`src/rtl/instr_fetch_unit_pkg.sv`:
```
// Shared constants and helpers for the instruction fetch stage:
// MIPS field positions, the reset PC and the sequential PC step.
package instr_fetch_unit_pkg;

    localparam int unsigned         INSTR_W          = 32;
    localparam logic [31:0]         RESET_PC_DEFAULT = 32'h0000_3000;
    localparam logic [31:0]         PC_STEP          = 32'd4;
    localparam logic [31:0]         PC_ALIGN_MASK    = 32'hFFFF_FFFC;

    localparam int unsigned OP_MSB    = 31;
    localparam int unsigned RS_MSB    = 25;
    localparam int unsigned RT_MSB    = 20;
    localparam int unsigned RD_MSB    = 15;
    localparam int unsigned SHAMT_MSB = 10;
    localparam int unsigned FUNC_MSB  = 5;

    typedef enum logic [1:0] {
        SEL_SEQ  = 2'd0,
        SEL_BR   = 2'd1,
        SEL_JMP  = 2'd2,
        SEL_HOLD = 2'd3
    } pc_sel_e;

    // Word offset of a branch: sign-extended imm16 scaled to bytes.
    function automatic logic [31:0] branch_offset(input logic [15:0] imm);
        return {{14{imm[15]}}, imm, 2'b00};
    endfunction

endpackage

```
`src/rtl/instr_fetch_unit_pc_reg.sv`:
```
// Program counter register: async active-high reset to RESET_PC,
// hold enable, and word alignment enforced on every load.
module instr_fetch_unit_pc_reg
    import instr_fetch_unit_pkg::*;
#(
    parameter logic [31:0] RESET_PC = RESET_PC_DEFAULT
) (
    input  logic        clk,
    input  logic        reset,
    input  logic        i_hold,
    input  logic [31:0] i_d,
    output logic [31:0] o_q
);

    logic [31:0] r_q;

    always_ff @(posedge clk or posedge reset) begin
        if (reset) begin
            r_q <= RESET_PC & PC_ALIGN_MASK;
        end else if (!i_hold) begin
            r_q <= i_d & PC_ALIGN_MASK;
        end
    end

    assign o_q = r_q;

endmodule

```
`src/rtl/instr_fetch_unit.sv`:
```
// Fetch stage of the single-cycle datapath: PC register, next-PC
// selection (halt > jump > taken branch > sequential) and field slicing.
module instr_fetch_unit
    import instr_fetch_unit_pkg::*;
#(
    parameter logic [31:0] RESET_PC = RESET_PC_DEFAULT,
    parameter int unsigned INSTR_W  = 32
) (
    input  logic               clk,
    input  logic               reset,
    input  logic               halt,
    input  logic               jump,
    input  logic               branch,
    input  logic               zero,
    input  logic [INSTR_W-1:0] instr,
    output logic [INSTR_W-1:0] pc,
    output logic [INSTR_W-1:0] pc_plus4,
    output logic [5:0]         op,
    output logic [4:0]         rs,
    output logic [4:0]         rt,
    output logic [4:0]         rd,
    output logic [4:0]         shamt,
    output logic [5:0]         func,
    output logic [15:0]        imm16
);

    logic [31:0] w_pc;
    logic [31:0] w_pc_plus4;
    logic [31:0] w_br_target;
    logic [31:0] w_jmp_target;
    logic [31:0] w_next_pc;
    pc_sel_e     w_sel;

    assign w_pc_plus4   = w_pc + PC_STEP;
    assign w_br_target  = w_pc_plus4 + branch_offset(instr[15:0]);
    // Jump region comes from the incremented PC, not the current one.
    assign w_jmp_target = {w_pc_plus4[31:28], instr[25:0], 2'b00};

    always_comb begin
        w_sel = SEL_SEQ;
        if (halt) begin
            w_sel = SEL_HOLD;
        end else if (jump) begin
            w_sel = SEL_JMP;
        end else if (branch && zero) begin
            w_sel = SEL_BR;
        end
    end

    always_comb begin
        w_next_pc = w_pc_plus4;
        case (w_sel)
            SEL_HOLD: w_next_pc = w_pc;
            SEL_JMP:  w_next_pc = w_jmp_target;
            SEL_BR:   w_next_pc = w_br_target;
            default:  w_next_pc = w_pc_plus4;
        endcase
    end

    instr_fetch_unit_pc_reg #(
        .RESET_PC (RESET_PC)
    ) u_pc_reg (
        .clk    (clk),
        .reset  (reset),
        .i_hold (halt),
        .i_d    (w_next_pc),
        .o_q    (w_pc)
    );

    assign pc       = w_pc;
    assign pc_plus4 = w_pc_plus4;

    assign op    = instr[OP_MSB    -: 6];
    assign rs    = instr[RS_MSB    -: 5];
    assign rt    = instr[RT_MSB    -: 5];
    assign rd    = instr[RD_MSB    -: 5];
    assign shamt = instr[SHAMT_MSB -: 5];
    assign func  = instr[FUNC_MSB  -: 6];
    assign imm16 = instr[15:0];

endmodule

```
`config.mk`:
```
export PLATFORM = sky130hd
export DESIGN_NAME = instr_fetch_unit
export DESIGN_NICKNAME = d
export VERILOG_FILES = /design/src/rtl/instr_fetch_unit_pkg.sv /design/src/rtl/instr_fetch_unit_pc_reg.sv /design/src/rtl/instr_fetch_unit.sv
export SDC_FILE = /design/constraint.sdc
export NUM_CORES = 1
export LEC_CHECK = 0
export BUFFER_PORTS_ARGS = -buffer_cell sky130_fd_sc_hd__clkbuf_2
export CORE_MARGIN = 2
export CORE_UTILIZATION = 40
export CTS_CLUSTER_DIAMETER = 200
export CTS_CLUSTER_SIZE = 8
export DETAILED_ROUTE_END_ITERATION = 8
export HOLD_SLACK_MARGIN = 0.05
export PLACE_DENSITY_LB_ADDON = 0.08
export RECOVER_POWER = 100
export SLEW_MARGIN = 20
export SYNTH_ARGS = -nofsm -noshare
export SYNTH_HDL_FRONTEND = slang
export SYNTH_HIERARCHICAL = 1
export SYNTH_SLANG_ARGS = --single-unit
```
`constraint.sdc`:
```
create_clock -name clk -period 4.6 [get_ports clk]
set_input_delay 0.92 -clock clk [delete_from_list [all_inputs] [get_ports clk]]
set_output_delay 0.92 -clock clk [all_outputs]
set_load 0.05 [all_outputs]
```
==> metrics, run 1 <==
GRT busiest layer met2; Routed Antenna Nets 0; Final TNS setup 0 ns; pwr/cell area 557 mW/mm^2; Buf/Inv on CP 0; num ports 150; Hold Path End u_pc_reg/o_q[30]; vias post-DR 4,844; hold buffer count at CTS 0; clock period minus worst slack 4.37 ns; Switching Share 59.2%; CP startpoint kind flip-flop; Initial Util 40.6%; Syn Area/Cell 7.98 um^2; die height 114 um; CP peak stage delay 0.52 ns; sequential share of power 17.3%; R2R Path End u_pc_reg/o_q[31]; CP Capture Type flip-flop; CP top delay family compound AO/OA/AOI/OAI gates; reg-to-reg startpoint u_pc_reg/o_q[4]; Final Hold Viols 0; failing checks max-capacitance violations, max-slew violations; chip width 114 um; First-pass DRT Iterations 5; antenna fix cells 0; detailed placer's ending HPWL 12.1 mm; crit share post-route 95.1%; Hold Path Cell Cnt 1; initial antenna violation count 0; Core ar. 0.0119 mm^2; die area 0.0129 mm^2; fin util 44.4%; status finished, violations left; critical path arrival 4.53 ns; Global Route Usage Sum 24.8%; drc violations 0; worst-path maximum fanout 9; Reg2Reg Setup Slack 0.23 ns; WL/cell 19.3 um; GR Util met1 35.0%; pin slew with the least headroom to its limit 2.08 ns; CP required 4.76 ns; global route total overflow 0; Root Buffer clkbuf_16; Layout Skew 0.0111 ns; GP Congestion 0.906; vias in the first global route 4,503; CP cell instances nand3_1, nor3_4, nand4_1, xnor2_1, ha_1, and3_1, and4_1, a22oi_1, a31o_2, o211ai_1, a21oi_1, xor2_1, o21ai_1, mux2_1; worst reg-to-reg path cell count 14; area grow syn2layout 9.24%; mapped cell area 0.00482 mm^2; worst hold path class flip-flop to flip-flop; H-Tree Level Count 2; Starting DRT DRC Count 353; num rows 40; Skew-Pair Late Insertion Delay 0.28 ns; Vias/cell 5.84; Slew Viols, Final 31; Power Internal 1200 uW; nets 754; max reg flops 30; TritonCTS Sinks 30; Hold Startpoint u_pc_reg/o_q[30]; met3 Resource Use GR 3.19%; count of final setup violators 0; RSZ-0062 raised after global routing false; Synthesis Warnings 6; grt met2 use 40.8%; fmax 229 MHz; Slowest cell on crit path a22oi_1; WS Path Type flip-flop to flip-flop; Post-Synthesis Cells 604; total of max-cap violations 1; PortBufs 133; worst hold margin 0.596 ns; VDD IR max 0.244 mV; clock-pin slew on the worst setup and hold paths 0.06 ns; largest net degree at the start of global routing 59; first-pass GRT wire length 25.2 mm; clk buf depth 2; Psw 1740 uW; layout cell share with drive strength beyond 1 12.6%; setup ws final 0.227 ns; DRT Wirelength 16.0 mm; dpl ws 0.278 ns; CTS Buf Count 5; Slew HR -38.6%; CTS tree built; Clk pwr share 12.0%; power share of the combinational group 70.6%; P_leak 0.00226 uW
repair_timing:
item	CTS	global route
hold endpoints to repair	0	0
gates resized for setup	0	1
setup endpoints to repair	0	2
buffers inserted	0	0
placed cells by master, fill, tap and decap left out, types with 5 or more instances in the layout:
master       n
nor2b_1      6
nor3_1      10
xnor2_1     29
a31oi_1      5
mux2_1      16
a21o_1      21
nand2_1     46
a21oi_1     54
nor2_1      40
a221oi_1     6
inv_1       12
and4_1       5
o22ai_1     10
xor2_1      14
and2_1       8
o21ai_0     34
nand4_1     14
clkbuf_2    29
nand2b_1     6
clkbuf_1   109
ha_1        34
mux2_4      13
xnor2_2      5
a22oi_1      9
o211ai_1    10
and3_1      11
nand3_1     18
buf_4       11
dfrtp_1     28
clkbuf_16    5
routing by layer:
layer	vias up	share of wire (%)
met3	28	5.2
met5	-	0
li1	2330	-
met1	2301	47
met2	185	46
met4	0	2.2
how the worst max path moves through the flow:
stage,end,cells after the start,slack (ns),startpoint
after floorplan,u_pc_reg/o_q[31],17,0.01,u_pc_reg/o_q[2]
after global placement,u_pc_reg/o_q[29],16,0.39,u_pc_reg/o_q[3]
after detailed placement,u_pc_reg/o_q[31],16,0.28,u_pc_reg/o_q[3]
after CTS,u_pc_reg/o_q[29],16,0.26,u_pc_reg/o_q[3]
after global routing,u_pc_reg/o_q[29],16,0.02,u_pc_reg/o_q[3]
final,u_pc_reg/o_q[31],14,0.23,u_pc_reg/o_q[4]
stage by stage:
step,cells,cell area (um^2),total power (uW)
finish,829,5260,2930
global route,829,5260,3130
CTS,829,5490,3030
detailed placement,821,5340,2670
global placement,821,5340,2650
floorplan,605,4900,2220
cell type report:
type / count / area, um^2
fillers: 1301 / 6600
multi-input cells: 481 / 3490
flip-flops and latches: 30 / 753
repair buffers: 148 / 633
well taps: 147 / 184
clock buffers: 7 / 143
inverters: 15 / 56.3
clock inverters: 1 / 5.00
power by group through the flow:
stage          sequential [uW]  clock, uW  combinational, uW
3_5_place_dp               517          0               2160
4_1_cts                    514        354               2160
6_report                   509        353               2070
5_1_grt                    528        365               2230
2_1_floorplan              721          0               1500
3_3_place_gp               510          0               2140
Power figures use the tool's default switching activity.
==> inputs of run 2 (changes only) <==
GPL_TIMING_DRIVEN = 0   (was unset)
clock period = 5.2 ns   (was 4.6 ns; I/O delays follow)
==> run 2 against run 1 <==
  * The flow now finishes without violations
  * Global-route usage up 0.89 points
  * Total power is 11% lower
  * Highest routed layer unchanged
  * Final cell count rose by 8.2%
  * First-iteration DRC count shrank 14%
  * Die area stayed put
  * Worst hold slack got worse by 0.077 ns
  * Clock skew fell by 0.0057 ns
==> metrics, run 2 (synthesis gave the netlist of run 1 again) <==
WL/cell 18.7 um (-3.3%); fmax 206 MHz (-10%); vias post-DR 5,068 (+4.6%); pwr/cell area 465 mW/mm^2 (-17%); Psw 1540 uW (-11%); Core ar. 0.0119 mm^2 (unchanged); TritonCTS Sinks 30 (unchanged); reg-to-reg startpoint u_pc_reg/o_q[2]; first-pass GRT wire length 25.7 mm (+1.9%); chip width 114 um (unchanged); Finished Layout Cells 897 (+8.2%); total of max-cap violations 0 (-1); hold buffer count at CTS 0 (unchanged); Placed Instance Area 0.00569 mm^2 (+6.5%); crit path from u_pc_reg/o_q[2]; DRT Wirelength 16.8 mm (+4.6%); Skew-Pair Late Insertion Delay 0.29 ns (about the same); Design Area, Final 0.00559 mm^2 (+6.3%); largest net degree at the start of global routing 31 (-47%); Slew HR 9.13% (+48 points); commonest non-fill, non-tap cell in the layout clkbuf_1; commonest cells after routing, fill and taps aside clkbuf_1, a21oi_1, buf_4; H-Tree Level Count 2 (unchanged); Global Route Usage Sum 25.6% (+0.89 points); Clk pwr share 11.9% (about the same); First-pass DRT Iterations 4 (-1); CP startpoint kind flip-flop; Setup crit end u_pc_reg/o_q[29]; GP Congestion 0.947 (+4.4%); die area 0.0129 mm^2 (unchanged); status completed; Final TNS setup 0 ns (unchanged); sequential share of power 16.5% (-0.8 points); clock period minus worst slack 4.87 ns (+0.492 ns); power share of the combinational group 71.6% (+1.0 points); worst hold margin 0.519 ns (-0.0772 ns); count of final setup violators 0 (unchanged); VDD IR max 0.225 mV (-7.9%); global route total overflow 0 (unchanged); clk buf depth 2 (unchanged); critical path arrival 5.04 ns (+0.51 ns); CTS tree built; die height 114 um (unchanged); Root Buffer clkbuf_16; WS Path Type flip-flop to flip-flop; CTS resizes 0 (unchanged); Switching Share 59.4% (+0.26 points); Vias/cell 5.65 (-3.3%); placed cells 889 (+8.3%); max reg flops 30 (unchanged); Hold Path Cell Cnt 1 (unchanged); Starting DRT DRC Count 304 (-14%); worst-path maximum fanout 8 (-1); pin slew with the least headroom to its limit 1.36 ns (-0.718 ns); Reg2Reg Setup Slack 0.33 ns (+0.11 ns); Layout Skew 0.00540 ns (-0.00568 ns); CP Capture Type flip-flop; P_leak 0.00244 uW (+7.8%); R2R Path End u_pc_reg/o_q[29]; antenna fix cells 0 (unchanged); CP required 5.37 ns (+0.61 ns); Initial Util 40.6% (unchanged); RSZ-0062 raised after global routing false; worst reg-to-reg path cell count 17 (+3); detailed placer's ending HPWL 12.8 mm (+5.4%); vias in the first global route 4,642 (+3.1%); Slew Viols, Final 0 (-100%); area grow syn2layout 16.1%; Power Internal 1050 uW (-12%); layout cell share with drive strength beyond 1 15.2% (+2.6 points); crit share post-route 93.6% (-1.5 points); clock-pin slew on the worst setup and hold paths 0.06 ns (about the same); drc violations 0 (unchanged); worst hold path class flip-flop to flip-flop; CTS Buf Count 5 (unchanged); num rows 40 (unchanged); PortBufs 137 (+3.0%); initial antenna violation count 0 (unchanged); Routed Antenna Nets 0 (unchanged); num ports 150 (unchanged); nets 822 (+9.0%); post-CTS setup buffer count 0 (unchanged); Final Hold Viols 0 (unchanged)
[run 2: layout make-up]
class                   count  area [um^2]
flip-flops and latches     30          753
repair buffers            137          551
fillers                  1290         6270
inverters                  15         56.3
plain buffers              79          518
clock buffers               7          143
well taps                 147          184
clock inverters             1         5.00
multi-input cells         481         3380
[run 2: worst max-delay path, stage by stage, from the launching register on]
cell	delay [ns]
dfrtp_1	0.50
ha_1	0.32
and4_2	0.35
nand2_1	0.14
nor2b_1	0.40
and3_1	0.30
nand2_1	0.12
xnor2_1	0.17
ha_1	0.29
clkbuf_1	0.29
nand4_1	0.17
or4_1	0.43
o221ai_1	0.35
a31oi_1	0.21
nor2b_1	0.19
o41a_1	0.16
nand3_1	0.08
mux2_4	0.27
[run 2: through the flow]
step           worst slack [ns]  power [uW]  util, %
2_1_floorplan             0.204        1940        -
3_3_place_gp              0.420        2350     48.0
3_5_place_dp              0.422        2370     48.0
4_1_cts                   0.385        2690     49.2
5_1_grt                  0.0368        2760     47.2
6_report                  0.335        2600     47.2
[run 2: how the worst min path moves through the flow]
| stage | startpoint | endpoint | slack, ns |
|---|---|---|---|
| 6_report | u_pc_reg/o_q[10] | u_pc_reg/o_q[10] | 0.52 |
| 5_1_grt | u_pc_reg/o_q[10] | u_pc_reg/o_q[10] | 0.53 |
| 4_1_cts | u_pc_reg/o_q[10] | u_pc_reg/o_q[10] | 0.55 |
| 3_5_place_dp | u_pc_reg/o_q[24] | u_pc_reg/o_q[24] | 0.52 |
| 3_3_place_gp | u_pc_reg/o_q[19] | u_pc_reg/o_q[19] | 0.52 |
| 2_1_floorplan | u_pc_reg/o_q[13] | u_pc_reg/o_q[13] | 0.74 |
[run 2: power by group through the flow]
stage               registers (uW)  logic, uW  clock network [uW]
finish                         428       1860                 309
detailed placement             436       1930                   0
global route                   442       2000                 324
global placement               433       1920                   0
CTS                            433       1940                 315
floorplan                      633       1310                   0
[run 2: routing by layer]
layer	track usage (%)	wire length [um]	vias to the layer above
met4	4.88	230	0
met3	4.46	1320	16
met1	35.8	7710	2390
met5	0	0	-
li1	-	-	2462
met2	42.0	7520	200
==> inputs of run 3 (changes only) <==
REMOVE_ABC_BUFFERS = 1   (was unset)
==> run 3 against run 2 <==
  * Via count decreased by 7.6%
  * Register-to-register slack improved by 0.099 ns
  * Non-clock buffer count decreased by 81
  * Highest routed layer unchanged
  * Wire length shrank 12%
  * Total power down 2.3%
  * Design area down 8.7%
  * Critical path depth shrank 2
  * Largest power group unchanged
  * Setup slack improved by 0.099 ns
  * Clock skew rose by 0.0043 ns
==> metrics, run 3 (synthesis gave the netlist of run 1 again) <==
num rows 40 (unchanged); DRT Wirelength 14.8 mm (-12%); CTS Buf Count 5 (unchanged); Global Route Usage Sum 22.8% (-2.8 points); layout cell share with drive strength beyond 1 9.42% (-5.8 points); detailed placer's ending HPWL 11.1 mm (-13%); GP Congestion 0.929 (-1.8%); Layout Skew 0.00974 ns (+0.00434 ns); critical path arrival 4.93 ns (-0.11 ns); status completed; met3 Resource Use GR 4.36% (-0.11 points); fin util 43.0% (-4.1 points); area grow syn2layout 5.95%; pin slew with the least headroom to its limit 1.37 ns (+0.00520 ns); fmax 210 MHz (+2.1%); clock-pin slew on the worst setup and hold paths 0.06 ns (about the same); Slew Viols, Final 0 (unchanged); WS Path Type flip-flop to flip-flop; Routed Antenna Nets 0 (unchanged); CTS resizes 0 (unchanged); Skew-Pair Late Insertion Delay 0.29 ns (about the same); H-Tree Level Count 2 (unchanged); Starting DRT DRC Count 328 (+7.9%); clock period minus worst slack 4.77 ns (-0.0989 ns); num ports 150 (unchanged); worst hold path class flip-flop to flip-flop; Root Buffer clkbuf_16; max reg flops 30 (unchanged); Initial Util 40.6% (unchanged); CP Capture Type flip-flop; first-pass GRT wire length 23.2 mm (-9.9%); hold buffer count at CTS 0 (unchanged); commonest non-fill, non-tap cell in the layout clkbuf_1; RSZ-0062 raised after global routing false; vias post-DR 4,684 (-7.6%); GR Util met1 33.1% (-2.7 points); CP required 5.36 ns (about the same); Final Hold Viols 0 (unchanged); commonest cells after routing, fill and taps aside clkbuf_1, a21oi_1, nand2_1; vias in the first global route 4,296 (-7.5%); grt met2 use 34.9% (-7.1 points); First-pass DRT Iterations 5 (+1); CP startpoint kind flip-flop; largest net degree at the start of global routing 51 (+65%); Slew HR 8.89% (-0.25 points); CTS tree built; drc violations 0 (unchanged); TritonCTS Sinks 30 (unchanged); P_leak 0.00215 uW (-12%); global route total overflow 0 (unchanged); clk buf depth 2 (unchanged); nets 741 (-9.9%); die area 0.0129 mm^2 (unchanged); crit share post-route 91.7% (-1.9 points); Vias/cell 5.74 (+1.6%); Core ar. 0.0119 mm^2 (unchanged); chip width 114 um (unchanged); PortBufs 133 (-2.9%); die height 114 um (unchanged); total of max-cap violations 0 (unchanged); pwr/cell area 497 mW/mm^2 (+7.0%); Final TNS setup 0 ns (unchanged); GRT busiest layer met2; antenna fix cells 0 (unchanged); WL/cell 18.2 um (-2.7%); count of final setup violators 0 (unchanged); worst-path maximum fanout 8 (unchanged); VDD IR max 0.192 mV (-15%); initial antenna violation count 0 (unchanged); post-CTS setup buffer count 0 (unchanged)
==> run 3: cell types whose count changed in the layout (fill, tap and decap cells not counted), moves of 2 or more <==
| cell | change |
|---|---|
| buf_4 | -53 |
| buf_6 | -3 |
| clkbuf_1 | -27 |
| mux2_2 | +2 |
==> run 3: layer usage <==
metal  up-vias  routed length [um]
met3        16                 945
met2       162                6400
li1       2303                   -
met4         0                 176
met5         -                   0
met1      2203                7320
==> run 3: stage by stage <==
stage,setup WS [ns],cells,hold WS (ns),cell area (um^2),total power (uW)
after floorplan,0.285,526,0.744,4300,1820
after global placement,0.321,806,0.585,5150,2290
after detailed placement,0.499,808,0.588,5210,2310
after CTS,0.466,816,0.602,5360,2630
after global routing,0.0871,816,0.625,5100,2710
final,0.434,816,0.601,5100,2540
==> run 3: worst max-delay path, stage by stage, from the launching register on <==
cell and delay (ns):
dfrtp_1 0.49, ha_1 0.32, and4_2 0.35, nand2_1 0.16, nor2b_1 0.44, and3_1 0.31
xor2_1 0.31, ha_1 0.34, nand2_1 0.15, or4_1 0.52, o221ai_1 0.31, a31oi_1 0.21
nor2b_1 0.19, o41a_1 0.16, nand3_1 0.07, mux2_1 0.29
==> run 3: final timing paths <==
kind	to	cells past startpoint	startpoint	slack [ns]
setup reg to reg	u_pc_reg/o_q[29]	15	u_pc_reg/o_q[2]	0.43
min in group asynchronous	u_pc_reg/o_q[21]	2	reset	0.80
hold reg to reg	u_pc_reg/o_q[30]	1	u_pc_reg/o_q[30]	0.60
max in group asynchronous	u_pc_reg/o_q[14]	3	reset	2.99
hold / removal	u_pc_reg/o_q[30]	1	u_pc_reg/o_q[30]	0.60
setup / recovery	u_pc_reg/o_q[29]	15	u_pc_reg/o_q[2]	0.43
==> run 3: layout make-up <==
cell class              instances  area (um^2)
well taps                     147          184
multi-input cells             481         3390
repair buffers                135          572
inverters                      15         56.3
fillers                      1292         6760
clock inverters                 1         5.00
flip-flops and latches         30          753
clock buffers                   7          143
==> run 3: power breakdown <==
part	leakage (uW)	switching (uW)	internal, uW
Sequential	0.000349	136	301
Combinational	0.00172	1250	539
Clock	0.0000739	122	190
